## src/rtl/fetch_queue.sv

```systemverilog
// Fetch stage: owns the fetch PC, issues single-outstanding word fetches,
// buffers responses in a prefetch FIFO and drives the IF/ID register.
module fetch_queue #(
  parameter int unsigned DEPTH    = 4,
  parameter logic [31:0] RESET_PC = 32'h0000_0000
) (
  input  logic        clk,
  input  logic        reset,
  output logic        ImemReqF,
  output logic [31:0] ImemAddrF,
  input  logic        ImemGntF,
  input  logic        ImemRvalidF,
  input  logic [31:0] ImemRdataF,
  input  logic        PCSrcE,
  input  logic [31:0] PCTargetE,
  input  logic        StallD,
  input  logic        FlushD,
  output logic [31:0] InstrD,
  output logic [31:0] PCD,
  output logic [31:0] PCPlus4D,
  output logic        ValidD
);

  localparam int unsigned XLEN  = 32;
  localparam int unsigned PTR_W = $clog2(DEPTH);
  localparam int unsigned CNT_W = $clog2(DEPTH + 1);
  localparam int unsigned SUM_W = CNT_W + 1;
  localparam logic [XLEN-1:0] NOP = 32'h0000_0013;

  logic [XLEN-1:0]  pc_f;
  logic [XLEN-1:0]  req_pc;
  logic [XLEN-1:0]  pc_mem    [DEPTH];
  logic [XLEN-1:0]  instr_mem [DEPTH];
  logic [PTR_W-1:0] wr_ptr;
  logic [PTR_W-1:0] rd_ptr;
  logic [CNT_W-1:0] count;
  logic             outstanding;
  logic             drop;

  logic fire;
  logic rsp;
  logic push;
  logic pop;
  logic has_space;

  // Space check counts the in-flight request so a response always has a slot.
  assign has_space = (SUM_W'(count) + SUM_W'(outstanding)) < SUM_W'(DEPTH);
  assign ImemReqF  = reset & ~outstanding & has_space & ~PCSrcE;
  assign ImemAddrF = pc_f;

  assign fire = ImemReqF & ImemGntF;
  assign rsp  = ImemRvalidF & outstanding;
  assign push = rsp & ~drop & ~PCSrcE;
  assign pop  = ~PCSrcE & ~FlushD & ~StallD & (count != '0);

  // Fetch PC, request tracking and FIFO bookkeeping.
  always_ff @(posedge clk or negedge reset) begin
    if (!reset) begin
      pc_f        <= RESET_PC;
      req_pc      <= '0;
      outstanding <= 1'b0;
      drop        <= 1'b0;
      wr_ptr      <= '0;
      rd_ptr      <= '0;
      count       <= '0;
    end else begin
      if (rsp)       outstanding <= 1'b0;
      else if (fire) outstanding <= 1'b1;

      if (PCSrcE) begin
        pc_f   <= PCTargetE;
        wr_ptr <= '0;
        rd_ptr <= '0;
        count  <= '0;
        drop   <= outstanding & ~ImemRvalidF;
      end else begin
        if (fire) begin
          pc_f   <= pc_f + 32'd4;
          req_pc <= pc_f;
        end
        if (rsp && drop) drop <= 1'b0;
        if (push) wr_ptr <= wr_ptr + PTR_W'(1);
        if (pop)  rd_ptr <= rd_ptr + PTR_W'(1);
        if (push && !pop)      count <= count + CNT_W'(1);
        else if (pop && !push) count <= count - CNT_W'(1);
      end
    end
  end

  always_ff @(posedge clk) begin
    if (push) begin
      pc_mem[wr_ptr]    <= req_pc;
      instr_mem[wr_ptr] <= ImemRdataF;
    end
  end

  // IF/ID register: redirect/flush bubble beats stall, stall beats pop.
  always_ff @(posedge clk or negedge reset) begin
    if (!reset) begin
      InstrD   <= NOP;
      PCD      <= '0;
      PCPlus4D <= '0;
      ValidD   <= 1'b0;
    end else if (PCSrcE || FlushD) begin
      InstrD <= NOP;
      ValidD <= 1'b0;
    end else if (!StallD) begin
      if (count != '0) begin
        InstrD   <= instr_mem[rd_ptr];
        PCD      <= pc_mem[rd_ptr];
        PCPlus4D <= pc_mem[rd_ptr] + 32'd4;
        ValidD   <= 1'b1;
      end else begin
        InstrD <= NOP;
        ValidD <= 1'b0;
      end
    end
  end

endmodule
```

## config.mk

```make
export PLATFORM = sky130hd
export DESIGN_NAME = fetch_queue
export DESIGN_NICKNAME = d
export VERILOG_FILES = /design/src/rtl/fetch_queue.sv
export SDC_FILE = /design/constraint.sdc
export NUM_CORES = 1
export LEC_CHECK = 0
export BUFFER_PORTS_ARGS = -buffer_cell sky130_fd_sc_hd__buf_4
export CAP_MARGIN = 30
export CORE_MARGIN = 5
export CORE_UTILIZATION = 65
export CTS_BUF_LIST = sky130_fd_sc_hd__clkbuf_4 sky130_fd_sc_hd__clkbuf_8
export DETAILED_ROUTE_END_ITERATION = 8
export GPL_TIMING_DRIVEN = 0
export PLACE_DENSITY = 0.88
export SYNTH_ARGS = -nofsm -noshare
export SYNTH_HDL_FRONTEND = slang
export SYNTH_SLANG_ARGS = --single-unit
export TNS_END_PERCENT = 20
```

## constraint.sdc

```tcl
create_clock -name clk -period 6 [get_ports clk]
set_input_delay 1.2 -clock clk [delete_from_list [all_inputs] [get_ports clk]]
set_output_delay 1.2 -clock clk [all_outputs]
set_load 0.02 [all_outputs]
```

# Yosys cells after proc, flatten, opt, wreduce, memory -nomap -nowiden

Memory sizes are Yosys's and may differ from the RTL's.
Index checks and enable logic that the tools add are counted.

Bits in registers: 170
Memory bits (writable): 256
Input bits: 71
Memories: 2

Memories:

| name      | depth | bits a word | rd ports | clocked after memory_dff | wr ports | RTL line | source |
|---|---|---|---|---|---|---|---|
| instr_mem | 4     | 32          | 1        | 0                        | 1        | 33       | `logic [XLEN-1:0] instr_mem [DEPTH];` |
| pc_mem    | 4     | 32          | 1        | 0                        | 1        | 32       | `logic [XLEN-1:0] pc_mem [DEPTH];` |

Add/subtract/negate cells: 7
$lt $le $gt $ge: 1
Equality and inequality tests: 1
Mux-type cells: 21
Bitwise gates (word level): 18
Reduce and logical (&&, ||, !) cells: 15

Operators with widths:

| kind                  | count |
|---|---|
| $mux 32               | 5 |
| $add 32x3->32 const B | 2 |
| $and 1x1->1           | 11 |
| $reduce_bool 2->1     | 5 |
| $mux 1                | 9 |
| $mux 3                | 3 |
| $mux 2                | 4 |
| $not 1->1             | 7 |
| $reduce_bool 3->1     | 2 |
| $add 2x1->2 const B   | 2 |
| $add 3x1->4           | 1 |
| $lt 4x3->1 const B    | 1 |
| $add 3x1->3 const B   | 1 |
| $logic_and 1x1->1     | 3 |
| $reduce_and 3->1      | 1 |
| $sub 3x1->3 const B   | 1 |
| $logic_not 1->1       | 2 |
| $ne 2x1->1 const B    | 1 |
| $reduce_and 2->1      | 1 |
| $logic_or 1x1->1      | 1 |

# Depth between registers and ports, before layout

Depth in word-level cells: 8
Mapped depth: 10
Depth with buffers taken out: 7

# Worst setup path after synthesis

Ideal clock, no wire load.

Path type: in2reg
From: input PCSrcE
To: memory instr_mem[0][0] (enable)
Library setup time: 0.429 ns
Arrival: 3.320 ns
Required time: 5.571 ns
Setup slack: 2.251 ns
Stages on the path: 4
Buffers on the path: 2
Cell sequence: buf_1 > buf_1 > nor2_1 > and2_1

Word-level cells in the longest chain between the ends: 4

RTL lines:

| element                      | RTL line | source |
|---|---|---|
| from (decl)                  | 14       | `input logic PCSrcE,` |
| $not 1->1 (no line)          | n/a      |  |
| $and 1x1->1                  | 53       | `assign push = rsp & ~drop & ~PCSrcE;` |
| $mux 1                       | 91       | `if (push) begin` |
| $mux 1 (implied by the code) | 93       | `instr_mem[wr_ptr] <= ImemRdataF;` |
| to (decl)                    | 33       |  |

No other way between the ends.

# Worst setup path after layout

From: input reset
To: output ImemReqF

Word-level cells in the longest chain between the ends: 3

RTL lines:

| element                   | RTL line | source |
|---|---|---|
| from (decl)               | 8        | `input logic reset,` |
| $and 1x1->1 (3 in series) | 48       | `assign ImemReqF = reset & ~outstanding & has_space & ~PCSrcE;` |
| to (decl)                 | 9        | `output logic ImemReqF,` |

No other way between the ends.

==> impl_results.md <==
* Worst slack, placed at 1.40 ns
* Setup ws final at 1.83 ns
* Top_reg_cell synth: edfxtp_1
* IO buf count at 200
* Distinct cells, synth at 59
* Final min period at 4.17 ns
* Core Area at 25800 µm²
* CP Launch Type: input pin
* Pin count of the biggest net entering global routing at 100
* Avg Cell Area, Syn at 14.8 µm²
* Sum Neg Setup Slack at 0 ns
* CP Capture Type: primary output
* Pleak at 8.03 nW
* Cell Area, Synth at 16900 µm²
* Net Count, Synth at 1220
* Detailed Routing Iterations Pass 1 at 5
* Post-Synth Simple-Gate Area at 10.5%
* Clock slew at reported path FFs at 0.06 ns
* Initial antenna violation count at 0
* CTS tree: done
* Vias in the first global route at 11200
* Final number of hold-violating endpoints at 0
* DRC at 0
* HP Class: reg -> reg
* Initial Utilization at 65.4%
* Sequential area share after synthesis at 70.4%
* ANT cells at 0
* CTS resizes at 0
* Fmax at 240 MHz
* Clock tree sinks at 424
* Post-synth EDFFs at 256
* Die ar. at 29300 µm²
* Share of layout cells above drive strength 1 at 27.5%
* Fin crit share at 69.5%
* #FFs+latches synth at 424
* Post-CTS Setup Inserts at 0
* Clock skew at 0.0259 ns
* YS warnings at 0
* Via density at 6.24
* WS Path Type: in -> out
* Crit Path Max Fanout at 99
* Total GRT Usage at 28.5%
* Adder-cell area share of the yosys netlist at 0.563%
* Root Buffer: clkbuf_8
* RSZ-0062 raised after global routing: no
* Global-route wire length before repair at 63600 µm
* Final non-filler cell total at 1799
* Max-Cap Viols at 0
* Synth Area in XOR/XNOR at 0.985%
* Worst EP required at 4.80 ns
* Worst-Margin Slew at 1.05 ns
* Die extent in x at 171 µm
* Clock Path Buffers at 3
* Post-cts hold buffer count at 0
* Final wirelength at 41200 µm
* Inserted Clock Buffers at 61
* Worst IR Drop VDD at 0.000337 V
* Final layout net count at 1490
* Worst skew pair latency at 0.59 ns
* Final setup violation count at 0
* Status: completed
* Syn Inst Count at 1142
* Dpl cells at 1684
* Worst rel slew slack at 29.7%
* FILL cells at 1388
* Vias at 11200
* Largest family of logic cells by synthesized area: simple AND/OR/NAND/NOR gates
* PwrDens at 354 nW/µm²
* Post-synthesis mux area share at 9.03%
* IO Count at 201
* WP data arrival at 2.97 ns
* Area fraction in compound gates after synthesis at 6.48%
* Final Max Slew Viols at 0
* Post-DP HPWL at 26900 µm
* Area delta synth->final at 20.0%
* Wire length per cell at 22.9 µm
* Gr ovfl total at 0
* Row count at 59
* Final core utilization at 78.5%
* Ys async rst share at 39.6%
* H-tree lvl count at 2
* Detailed Route Iter0 Violations at 1262
* Die height at 171 µm
* Antenna Nets Post-Route at 0
* Placer Congestion at 0.900
[per-layer routing]
layer / part of all wire [%] / global-route usage (%) / up-vias / routed length (µm)
met5: 0 / 0 / - / 0
met4: 2.7 / 8.65 / 0 / 1090
met3: 10 / 5.52 / 91 / 4190
met2: 48 / 45.7 / 738 / 19900
met1: 39 / 41.0 / 5510 / 16000
li1: - / - / 4894 / -
[critical path: stages]
cell and delay (ns):
buf_8 0.41, buf_16 0.42, nor4b_1 0.55, buf_4 0.25
[layout make-up]
type                            instances  area [µm²]  share of cell area, %
Sequential cell                       424       11900                   58.7
Clock inverter                         10        47.5                  0.234
Timing Repair Buffer                  207        1660                   8.17
Clock buffer                          105        1240                   6.11
Buffer                                 63         302                   1.49
Inverter                               14        52.6                  0.259
Multi-Input combinational cell        641        4670                   23.0
Tap cell                              335         419                   2.07
[registers in the layout, indices dropped and copies added (netlist names)]
register / cells
ImemAddrF: 32
ValidD: 1
wr_ptr: 2
InstrD: 32
drop: 1
req_pc: 32
outstanding: 1
pc_mem: 128
PCD: 32
rd_ptr: 2
PCPlus4D: 30
count: 3
instr_mem: 128
[synth_stat cells, drive strengths merged, types with 7 or more instances]
cell type | number | area share (%)
a21oi | 8 | 0.24
a22o | 29 | 1.5
a31oi | 14 | 0.52
and2 | 12 | 0.44
and3 | 7 | 0.26
buf | 22 | 0.85
clkbuf | 41 | 0.93
dfrtp | 165 | 24
edfxtp | 256 | 45
inv | 14 | 0.31
mux4 | 64 | 8.8
nand2 | 244 | 5.4
nand3 | 29 | 0.86
nand4 | 16 | 0.72
nor2 | 32 | 0.71
nor3 | 10 | 0.30
nor4 | 12 | 0.44
o21ai | 53 | 1.6
o311ai | 18 | 0.93
or4 | 11 | 0.51
xnor2 | 13 | 0.67
[cell usage in the layout, fill, tap and decap left out, types with 9 or more instances in the layout]
cell type	synthesis	layout
o311ai_0	16	16
a31oi_1	14	14
nor4_1	12	11
nand4_1	14	14
a22o_1	29	29
mux4_1	10	10
xnor2_1	13	13
nand3_1	29	29
buf_4	2	201
clkbuf_4	1	34
mux4_2	52	52
inv_1	14	14
or4_1	10	10
nor3_1	10	10
edfxtp_1	256	256
nand2_1	244	244
clkbuf_1	40	40
nor2_1	32	32
clkbuf_8	0	72
o21ai_0	53	53
buf_1	9	9
dfrtp_1	165	165
[path summary, 6_finish.rpt]
check	depth (start not counted)	slack (ns)	start	endpoint
max	4	1.83	reset	ImemReqF
min	2	0.48	PCD[12]	PCD[12]
max reg2reg	9	2.28	count[0]	count[2]
min reg2reg	2	0.48	PCD[12]	PCD[12]
max in group asynchronous	2	4.51	reset	req_pc[10]
min in group asynchronous	1	0.58	reset	PCD[31]
[power breakdown]
part           internal (mW)  switching, mW
combinational          0.486          0.672
clock                   1.29           1.02
sequential              3.44          0.268
total                   5.22           1.96
[per-stage QoR]
step / instance area, µm² / total power [mW] / hold WS (ns)
finish: 20300 / 7.18 / 0.482
global route: 20300 / 7.47 / 0.504
CTS: 20300 / 7.21 / 0.481
detailed placement: 19000 / 4.92 / 0.467
global placement: 18800 / 4.84 / 0.461
floorplan: 16900 / 4.28 / 0.476
[cell families after synthesis]
group	after synthesis
multiplexers	68
buffers and inverters	77
XOR/XNOR	19
flip-flops	424
AO/OA/AOI/OAI	157
adder cells (fa/ha/maj)	7
AND/OR/NAND/NOR	390
No activity file was read; power rests on OpenSTA's default activity.
